`src/rtl/telemetry_readout_tx.sv`:
```
`default_nettype none
// ============================================================================
// Module   : telemetry_readout_tx
// Brief    : Fetches one target's X/Y/Z/Time record from the telemetry store
//            through a registered read port, then streams it as a byte-serial
//            valid/ready frame: header {HDR_NIBBLE, target}, X, Y, Z, T and an
//            optional XOR checksum byte.
//            Optional feature macro: TELEM_TX_CHKSUM_EN (adds checksum byte 5).
// Revision : 1.0 - initial release
// ============================================================================
module telemetry_readout_tx #(
  parameter logic [3:0] HDR_NIBBLE = 4'hA,
  parameter int         CNT_W      = 8
) (
  input  logic             clk,
  input  logic             rst,          // asynchronous, active-low
  input  logic             req_valid,
  input  logic [3:0]       req_target,
  output logic             req_ready,
  output logic             rd_en,
  output logic [3:0]       rd_target,
  input  logic [7:0]       rd_x,
  input  logic [7:0]       rd_y,
  input  logic [7:0]       rd_z,
  input  logic [7:0]       rd_t,
  output logic             tx_valid,
  input  logic             tx_ready,
  output logic [7:0]       tx_data,
  output logic             tx_last,
  output logic             busy,
  output logic [CNT_W-1:0] frame_count
);

`ifdef TELEM_TX_CHKSUM_EN
  localparam logic [2:0] c_LAST_IDX = 3'd5;
`else
  localparam logic [2:0] c_LAST_IDX = 3'd4;
`endif

  typedef enum logic [1:0] {
    IDLE  = 2'd0,
    FETCH = 2'd1,
    LOAD  = 2'd2,
    SEND  = 2'd3
  } state_t;

  state_t           r_state;
  logic [3:0]       r_rd_target;
  logic [7:0]       r_x, r_y, r_z, r_t;   // shadow copy isolates the frame from store updates
  logic [2:0]       r_idx;                // index of the byte currently on tx_data
  logic             r_tx_valid;
  logic [7:0]       r_tx_data;
  logic             r_tx_last;
  logic [CNT_W-1:0] r_frame_count;

  logic [7:0]       w_hdr;
  logic [2:0]       w_next_idx;
  logic [7:0]       w_next_byte;
  logic             w_xfer;

  assign w_hdr  = {HDR_NIBBLE, r_rd_target};
  assign w_xfer = r_tx_valid && tx_ready;

`ifdef TELEM_TX_CHKSUM_EN
  logic [7:0] w_chk;
  assign w_chk = w_hdr ^ r_x ^ r_y ^ r_z ^ r_t;
`endif

  // Select the byte that follows the one currently presented
  always_comb begin
    w_next_idx  = r_idx + 3'd1;
    w_next_byte = 8'h00;
    case (w_next_idx)
      3'd1:    w_next_byte = r_x;
      3'd2:    w_next_byte = r_y;
      3'd3:    w_next_byte = r_z;
      3'd4:    w_next_byte = r_t;
`ifdef TELEM_TX_CHKSUM_EN
      3'd5:    w_next_byte = w_chk;
`endif
      default: w_next_byte = 8'h00;
    endcase
  end

  // Request / fetch / load / send sequencer with registered stream outputs
  always_ff @(posedge clk or negedge rst) begin
    if (!rst) begin
      r_state       <= IDLE;
      r_rd_target   <= 4'd0;
      r_x           <= 8'h00;
      r_y           <= 8'h00;
      r_z           <= 8'h00;
      r_t           <= 8'h00;
      r_idx         <= 3'd0;
      r_tx_valid    <= 1'b0;
      r_tx_data     <= 8'h00;
      r_tx_last     <= 1'b0;
      r_frame_count <= '0;
    end else begin
      case (r_state)
        IDLE: begin
          if (req_valid) begin
            r_rd_target <= req_target;
            r_state     <= FETCH;
          end
        end
        FETCH: begin
          r_state <= LOAD;
        end
        LOAD: begin
          // Store data is valid this cycle, one cycle after the read strobe
          r_x        <= rd_x;
          r_y        <= rd_y;
          r_z        <= rd_z;
          r_t        <= rd_t;
          r_idx      <= 3'd0;
          r_tx_valid <= 1'b1;
          r_tx_data  <= w_hdr;
          r_tx_last  <= 1'b0;
          r_state    <= SEND;
        end
        SEND: begin
          if (w_xfer) begin
            if (r_idx == c_LAST_IDX) begin
              r_tx_valid    <= 1'b0;
              r_tx_data     <= 8'h00;
              r_tx_last     <= 1'b0;
              r_frame_count <= r_frame_count + {{(CNT_W-1){1'b0}}, 1'b1};
              r_state       <= IDLE;
            end else begin
              r_idx     <= w_next_idx;
              r_tx_data <= w_next_byte;
              r_tx_last <= (w_next_idx == c_LAST_IDX);
            end
          end
        end
        default: r_state <= IDLE;
      endcase
    end
  end

  assign req_ready   = (r_state == IDLE);
  assign busy        = (r_state != IDLE);
  assign rd_en       = (r_state == FETCH);
  assign rd_target   = r_rd_target;
  assign tx_valid    = r_tx_valid;
  assign tx_data     = r_tx_data;
  assign tx_last     = r_tx_last;
  assign frame_count = r_frame_count;

endmodule
`default_nettype wire

```
`config.mk`:
```
export PLATFORM = sky130hd
export DESIGN_NAME = telemetry_readout_tx
export DESIGN_NICKNAME = d
export VERILOG_FILES = /design/src/rtl/telemetry_readout_tx.sv
export SDC_FILE = /design/constraint.sdc
export NUM_CORES = 1
export LEC_CHECK = 0
export BUFFER_PORTS_ARGS = -buffer_cell sky130_fd_sc_hd__buf_2
export CELL_PAD_IN_SITES_DETAIL_PLACEMENT = 1
export CELL_PAD_IN_SITES_GLOBAL_PLACEMENT = 2
export CORE_MARGIN = 2
export CORE_UTILIZATION = 35
export CTS_CLUSTER_SIZE = 14
export DETAILED_ROUTE_END_ITERATION = 7
export GPL_TIMING_DRIVEN = 0
export PLACE_DENSITY = 0.81
export SYNTH_ARGS = -nofsm -noshare
export SYNTH_HDL_FRONTEND = slang
export SYNTH_SLANG_ARGS = --single-unit
```
`constraint.sdc`:
```
create_clock -name clk -period 2.2 [get_ports clk]
set_input_delay 0.11 -clock clk [delete_from_list [all_inputs] [get_ports clk]]
set_output_delay 0.11 -clock clk [all_outputs]
set_load 0.005 [all_outputs]
```
Word-level counts from Yosys, hierarchy flattened
Index checks and enable logic that the tools add are counted.
{"block": "op_classes", "eq_ne": 12, "add_sub_neg": 2, "reduce_logical": 10, "n_mux": 17}
{"cell": "$pmux 8 s4", "n": 1}
{"cell": "$mux 8", "n": 2}
{"cell": "$pmux 8 s2", "n": 1}
{"cell": "$reduce_and 3->1", "n": 4}
{"cell": "$add 8x1->8 const B", "n": 1}
{"cell": "$ne 2x2->1 const B", "n": 4}
{"cell": "$pmux 2 s4", "n": 1}
{"cell": "$eq 3x2->1 const B", "n": 2}
{"cell": "$eq 3x3->1 const B", "n": 2}
{"cell": "$mux 2", "n": 3}
{"cell": "$mux 3", "n": 2}
{"cell": "$pmux 3 s2", "n": 1}
{"cell": "$eq 2x2->1 const B", "n": 2}
{"cell": "$mux 1", "n": 4}
{"cell": "$pmux 1 s2", "n": 2}
{"cell": "$reduce_and 2->1", "n": 2}
{"cell": "$reduce_bool 2->1", "n": 2}
{"cell": "$add 3x1->3 const B", "n": 1}
{"cell": "$eq 3x1->1 const B", "n": 1}
{"cell": "$eq 2x1->1 const B", "n": 1}
{"cell": "$logic_not 2->1", "n": 1}
{"cell": "$logic_and 1x1->1", "n": 1}
{"block": "word_totals", "word_cells": 52, "inputBits": 40, "register_bits": 59}

Longest topological paths before layout
Gate-level depths: netlist of run 1.
{"block": "logic_depth", "word_depth": 6, "depth_mapped": 6, "ltp_nobuf": 5}

Worst setup path before layout of run 1
No wires, ideal clock.
{"block": "synth_path", "path_type": "flip-flop to flip-flop", "startpoint": "reg r_idx[0]", "endpoint": "reg r_tx_data[4], in the netlist tx_data[4]", "period_less_slack_ps": 1574, "path_stages_with_launch": 6, "required_time_ps": 2105, "setup_ps": 95, "t_arrival_ps": 1478, "setup_slack_ps": 626, "cell_sequence": "dfrtp_1 > ha_1 > xor2_2 > buf_6 > mux2_2 > o31ai_1"}
{"block": "synth_via", "elab_chain_len": 6, "word_cells_on_any_way": 10, "cone_classes": "1 x add/sub; 5 x eq/ne; 4 x mux"}
{"element": "start, declared", "line": "50", "source": "logic [2:0] r_idx;"}
{"element": "start signal, assigned", "line": "131", "source": "r_idx <= w_next_idx;"}
{"element": "$add 3x1->3", "line": "71", "source": "w_next_idx = r_idx + 3'd1;"}
{"element": "$eq 3x3->1, or another cell as far along", "line": "73", "source": "case (w_next_idx)"}
{"element": "$pmux 8 s4", "line": "73"}
{"element": "$mux 8 *", "line": "124", "source": "if (r_idx == c_LAST_IDX) begin"}
{"element": "$mux 8 *", "line": "123", "source": "if (w_xfer) begin"}
{"element": "$pmux 8 s2 *", "line": "100", "source": "case (r_state)"}
{"element": "end signal, assigned", "line": "118", "source": "r_tx_data <= w_hdr;"}
{"element": "end signal, assigned", "line": "132", "source": "r_tx_data <= w_next_byte;"}
{"element": "end, declared", "line": "52", "source": "logic [7:0] r_tx_data;"}
Mark *: on every way between the ends. The rest lies on a longest branch, timed or not. The select of a mux whose other input is x is not followed.
A chain may end at the register's enable or synchronous reset.

Final worst setup path of run 1
{"block": "layout_path", "startpoint": "reg r_idx[1]", "endpoint": "reg r_tx_data[6], in the netlist tx_data[6]"}
The elaborated chain is that of the path after synthesis.

==> results of run 1 <==
[power by group]
part           switching [mW]  internal (mW)
Clock                   0.430          0.466
Sequential              0.315           1.56
Combinational           0.979           1.09
Total                    1.72           3.12
[registers in the layout (all words and copies together) (netlist names)]
name	count
tx_valid	1
rd_target	4
r_y	8
tx_last	1
frame_count	8
r_x	8
r_t	8
r_z	8
r_idx	3
tx_data	8
r_state	2
[layout by cell type (no fill, tap or decap), types with 2 or more instances in the layout]
cell,n
mux2i_1,5
nand2_1,14
clkinvlp_4,2
clkbuf_8,12
o21ai_0,4
nor2_1,2
dlygate4sd3_1,27
mux2_2,46
ha_1,10
clkinv_2,2
inv_1,8
or3_1,2
a21boi_0,2
dfrtp_1,59
nand3_1,9
xor2_1,2
o22ai_1,2
o211ai_1,3
buf_4,2
nand4_1,4
o221ai_1,4
nand2b_1,2
o31ai_1,2
a222oi_1,8
nor4_1,2
buf_2,68
xnor2_1,5
clkbuf_1,5
[stage by stage]
| step | instance area, um^2 | utilization, % |
|---|---|---|
| 6_report | 3690 | 47.7 |
| 4_1_cts | 3680 | 47.6 |
| 5_1_grt | 3690 | 47.7 |
| 3_3_place_gp | 3240 | 41.9 |
| 3_5_place_dp | 3240 | 41.9 |
| 2_1_floorplan | 2790 | - |
[metal layers]
layer / up-vias / GRT usage [%] / wire (um)
met5: - / 0 / 0
met2: 42 / 28.5 / 3650
met1: 1084 / 23.4 / 3100
met4: 0 / 7.35 / 74
li1: 1002 / - / -
met3: 5 / 3.38 / 224
[worst max path at each step]
stage	startpoint	endpoint	slack, ns	depth (start not counted)
2_1_floorplan	r_idx[0]	tx_data[4]	0.63	5
3_3_place_gp	r_idx[0]	tx_data[5]	0.40	6
3_5_place_dp	r_idx[1]	tx_data[6]	0.35	6
4_1_cts	r_idx[1]	tx_data[6]	0.31	6
5_1_grt	r_idx[1]	tx_data[4]	0.14	6
6_report	r_idx[1]	tx_data[6]	0.33	6
[area by class of cell]
cell class | count | area share, %
multi-input combinational | 138 | 32.8
clock buffer | 12 | 4.20
tap | 102 | 3.46
timing repair buffer | 91 | 16.1
buffer | 12 | 1.97
inverter | 8 | 0.814
sequential | 59 | 40.0
clock inverter | 4 | 0.678
[cells by family after synthesis]
| kind of cell | count (synthesis) | synth area share [%] |
|---|---|---|
| flops | 59 | 52.9 |
| mux | 51 | 20.4 |
| simple gates | 40 | 7.54 |
| compound gates | 29 | 8.21 |
| buf+inv | 20 | 3.68 |
| fa+ha+maj | 10 | 4.49 |
| xor+xnor | 8 | 2.78 |
[what timing repair did]
item                                    CTS  global route
hold buffers                             26             1
endpoints found under the setup margin    0             0
endpoints found under the hold margin    26            59
resized for setup                         0             0
==> flow_summary_export.csv, run 1 <==
group,metric,value,unit
worst_setup_path,worstPathRequired,2.43,ns
status,status,"finished, final reports clean",
flow_run,cap_violations,0,
synth,netlist_instances,217,
clocking,h-tree-depth,3,
floorplan,core.rowCount,32,
worst_setup_path,cp-start-kind,"register",
finish,n_antenna_cell,0,
sta,max_clock_freq,535,MHz
synth,synth.avg_cell_area,12.9,um^2
synth,synth_top_area_share,52.9,%
drt,ant_nets,0,
finish,multiInputGateArea,1210,um^2
worst_setup_path,critPathTopFamily,"buffers and inverters",
synth,async_flop_share,100,%
sta,finalMaxSlewViolations,0,
worst_setup_path,slowest_stage,"dfrtp_1",
sta,slew_headroom,48.1,%
finish,finalNonFillerCells,426,
clocking,clk_pin_slew_worst_paths,0.07,ns
sta,rsz0062_at_grt,"false",
drt,wl_per_cell,16.5,um
clocking,clock-root-buffer,"clkbuf_8",
floorplan,die_area,8700,um^2
synth,synth_area,2790,um^2
placed_design,portBuffers,64,
floorplan,initial_core_util,36.1,%
drt,avgViaCountPerCell,5.01,
worst_setup_path,critical_path_class,"reg -> reg",
worst_setup_path,critical_path.cell_chain,"inv_1, ha_1, clkbuf_1, a222oi_1, mux2_2, o31ai_1",
worst_hold_path,min_path_cells,2,
worst_setup_path,reg2regPathDepth,6,
drt,drc,0,
worst_setup_path,cp.arrival,2.10,ns
placed_design,place.gp.congestion,0.723,
sta,min_period,1.87,ns
worst_setup_path,worst-path-buf-inv,2,
global_routing,grt_max_degree,60,
synth,syn_nets,267,
power_and_ir_drop,vdd_drop_max,0.564,mV
synth,synth_flop_cell,"dfrtp_1",
finish,seq_area,1480,um^2
synth,yosys.area.top_type,"dfrtp_1",
worst_hold_path,hp-start,"rd_y[4]",
sta,setup-violations-final,0,
global_routing,grt.overflow.total,0,
drt,drt-initial-drc-count,100,
sta,clock_skew,0.00947,ns
finish,area_growth_syn_to_layout,32.3,%
drt,drt-pass1-iter-count,8,
global_routing,antenna_found_initial,0,
floorplan,chipHeight,93.3,um
sta,hold_viol,0,
global_routing,grt_pass1_wl,11800,um
finish,drive_gt1_share,42.3,%
clocking,clock-sinks,59,
sta,fin_ws,0.331,ns
synth,synth_edf_count,0,
drt,drt_wl_total,7050,um
worst_hold_path,min_path_type,"in -> reg",
sta,holdWs,0.0192,ns
clocking,cts_tree,"yes",
synth,ys_seq_elements,59,
worst_setup_path,worstSetupEndpointType,"register",
drt,vias,2133,
floorplan,die_x,93.3,um
synth,ys_warn_count,0,
worst_setup_path,r2r-end,"tx_data[6]",
power_and_ir_drop,p_leak,1.68,nW
placed_design,dp_slack,0.352,ns
synth,yosysSeqAreaShare,52.9,%
clocking,clock_latency,0.33,ns
sta,tightest_slew,0.779,ns
clocking,cts_made_buffers,9,
global_routing,grt_pass1_vias,2336,
finish,fillers,856,
worst_hold_path,hold_end,"r_y[4]",
synth,synthTopCellsByArea,"dfrtp_1, mux2_2, ha_1",
power_and_ir_drop,power.density,1310,nW/um^2
synth,synth_commonest_cells,"dfrtp_1, mux2_2, nand2_1",
finish,layout.nets,369,
global_routing,grt_usage,17.7,%
synth,synth_most_common_cell,"dfrtp_1",
clocking,post-cts-setup-buffer-count,0,
sta,min_period_over_period,85.0,%
placed_design,hpwl,4750,um
worst_setup_path,slowest_delay,0.44,ns
floorplan,core-area,7730,um^2
clocking,cts_buffer_depth,2,
worst_setup_path,r2r_start,"r_idx[1]",
placed_design,dp.cells,383,
worst_setup_path,r2r_setup_slack,0.33,ns
power_and_ir_drop,total_power,4.84,mW
synth,synthDistinctLibCells,36,
floorplan,ioPinCount,65,
sta,finalSetupTns,0,ns
worst_setup_path,crit_fanout,9,
(Power assumes the default switching activity.)
==> inputs of run 2 (changes only) <==
ABC_AREA = 1   (was default)
CORE_UTILIZATION = 28   (was 35)
PLACE_DENSITY = 0.79   (was 0.81)
clock period = 1.6 ns   (was 2.2 ns; I/O delays follow)
==> flow_summary_export.csv, run 2 <==
group,metric,value,unit
drt,wl_per_cell,13.3,um
synth,synth_flop_cell,"dfrtp_1",
finish,n_antenna_cell,0,
worst_setup_path,worstSetupEndpointType,"register",
floorplan,core-area,10200,um^2
clocking,cts_tree,"yes",
finish,final_common_cell,"nand2_1",
synth,synthTopCellsByArea,"dfrtp_1, nand2_1, nand3_1",
worst_setup_path,cpMostUsedCell,"nand2_1",
drt,drt_wl_total,8470,um
worst_setup_path,worstPathRequired,1.84,ns
floorplan,die_area,11200,um^2
clocking,clock-sinks,59,
clocking,h-tree-depth,3,
floorplan,initial_core_util,28.5,%
sta,hold_viol,0,
synth,yosysSeqAreaShare,50.9,%
synth,synthDistinctLibCells,23,
worst_setup_path,cp-start-kind,"register",
synth,ys_seq_elements,59,
sta,setup-violations-final,1,
sta,max_clock_freq,625,MHz
power_and_ir_drop,vdd_drop_max,0.697,mV
status,violations,"negative setup slack",
drt,ant_nets,0,
worst_setup_path,cp.arrival,1.84,ns
clocking,cts_buffer_depth,2,
global_routing,grt.overflow.total,0,
clocking,cts_made_buffers,9,
worst_setup_path,slowest_delay,0.44,ns
sta,fin_ws,-0.0000604,ns
floorplan,ioPinCount,65,
global_routing,antenna_found_initial,0,
synth,synth_commonest_cells,"nand2_1, dfrtp_1, inv_1",
worst_setup_path,slowest_stage,"dfrtp_2",
sta,slew_headroom,48.6,%
power_and_ir_drop,total_power,7.33,mW
drt,drt-pass1-iter-count,4,
finish,seq_area,1480,um^2
drt,drc,0,
worst_setup_path,critical_path.cell_chain,"buf_4, buf_4, ha_2, inv_1, nand3_1, nand2_1, a21oi_2, nand2_1, nand2_1",
worst_setup_path,critical_path_class,"reg -> reg",
finish,final_cell_mix,"nand2_1, buf_2, dfrtp_1",
synth,synth_area,2900,um^2
clocking,clk_pin_slew_worst_paths,0.07,ns
synth,ys_warn_count,0,
flow_run,cap_violations,0,
finish,area_growth_syn_to_layout,53.1,%
synth,yosys.area.top_type,"dfrtp_1",
power_and_ir_drop,p_leak,2.32,nW
synth,synth_top_area_share,50.9,%
synth,netlist_instances,359,
placed_design,place.gp.congestion,0.790,
finish,layout.nets,546,
global_routing,grt_pass1_vias,2919,
synth,synth_most_common_cell,"nand2_1",
synth,synth.avg_cell_area,8.08,um^2
synth,syn_nets,409,
sta,clock_skew,0.00726,ns
sta,finalSetupTns,-0.0000604,ns
power_and_ir_drop,power.density,1650,nW/um^2
sta,tightest_slew,0.771,ns
drt,avgViaCountPerCell,4.39,
sta,finalMaxSlewViolations,0,
placed_design,hpwl,5600,um
global_routing,grt_pass1_wl,13700,um
finish,fillers,1245,
finish,multiInputGateArea,1430,um^2
sta,min_period_over_period,100,%
floorplan,chipHeight,106,um
synth,synth_edf_count,0,
sta,rsz0062_at_grt,"true",
global_routing,grt_max_degree,60,
worst_hold_path,min_path_type,"in -> reg",
floorplan,die_x,106,um
finish,drive_gt1_share,33.5,%
worst_setup_path,crit_fanout,9,
placed_design,portBuffers,64,
sta,holdWs,0.0993,ns
status,status,"finished, violations left",
synth,async_flop_share,100,%
drt,drt-initial-drc-count,72,
floorplan,core.rowCount,37,
placed_design,dp_slack,-0.256,ns
sta,min_period,1.60,ns
clocking,clock-root-buffer,"clkbuf_8",
drt,vias,2797,
clocking,clock_latency,0.35,ns
global_routing,grt_usage,15.5,%
-- run 2: cell count changes after synthesis, moves of 4 or more --
cell | previous run | this run
clkbuf_1 | 4 | 9
inv_1 | 8 | 28
a222oi_1 | 8 | 0
nand2_1 | 14 | 158
a21oi_1 | 1 | 8
mux2i_1 | 5 | 0
o21ai_1 | 0 | 8
nand4_1 | 4 | 10
o221ai_1 | 4 | 0
mux2_2 | 46 | 0
nand3_1 | 9 | 27
nor2_1 | 2 | 12
-- run 2: final timing paths --
path	slack [ns]	from	cells past startpoint	to
max in group asynchronous	0.70	rst	2	r_idx[0]
worst max-delay path	-0.00006	r_idx[0]	9	tx_data[6]
min in group asynchronous	0.35	rst	2	frame_count[2]
worst max register to register	-0.00006	r_idx[0]	9	tx_data[6]
worst min register to register	0.47	r_t[7]	2	r_t[7]
worst min-delay path	0.1	req_valid	4	r_state[0]
-- run 2: report_power, final --
part	internal, mW	leakage [nW]	switching (mW)	total, mW
clock network	0.866	0.110	0.611	1.48
logic	1.44	1.49	1.87	3.30
registers	2.12	0.726	0.435	2.55
-- run 2: cell type report --
cell class	count	area share (%)
Clock inverter	6	1.80
Tap cell	136	3.83
Sequential cell	59	33.3
Clock buffer	10	2.87
Timing Repair Buffer	127	21.3
Inverter	30	2.68
Buffer	10	1.89
Multi-Input combinational cell	259	32.3
-- run 2: logic make-up (layout without fill, tap and decap cells) --
| family | Yosys count | after routing | synth area share (%) |
|---|---|---|---|
| AOI/OAI and AO/OA | 25 | 25 | 4.49 |
| xor gates and xnor gates | 7 | 7 | 2.11 |
| adders and majority gates | 10 | 10 | 4.32 |
| buffers and inverters | 43 | 183 | 6.17 |
| DFF | 59 | 59 | 50.9 |
| and+or+nand+nor | 215 | 217 | 32.0 |
-- run 2: worst max-delay path: cells and delay by family, from the launching register on --
family	cells	cell delay, ns
AND/OR/NAND/NOR	4	0.33
flip-flops	1	0.44
buffers and inverters	3	0.42
adder cells (fa/ha/maj)	1	0.24
AO/OA/AOI/OAI	1	0.07
-- run 2: metrics by stage --
stage	area [um^2]	std cells	utilization [%]
2_1_floorplan	2900	359	-
4_1_cts	4060	615	39.8
3_5_place_dp	3390	559	33.3
5_1_grt	4440	637	43.6
6_report	4440	637	43.6
3_3_place_gp	3390	559	33.3
-- run 2: what timing repair did --
item                                    CTS  global route
cloned                                    0             4
pin swaps                                 3            14
endpoints found under the setup margin   41            39
hold buffers                             36             1
resized for setup                        16            54
buffers inserted                          7            17
endpoints found under the hold margin    36            59
-- run 2: routing by layer --
| layer | part of all wire (%) | vias up | GRT usage, % |
|---|---|---|---|
| li1 | - | 1406 | - |
| met1 | 45 | 1327 | 18.8 |
| met2 | 50 | 55 | 27.4 |
| met3 | 3.4 | 9 | 3.22 |
| met4 | 1.4 | 0 | 5.36 |
| met5 | 0 | - | 0 |
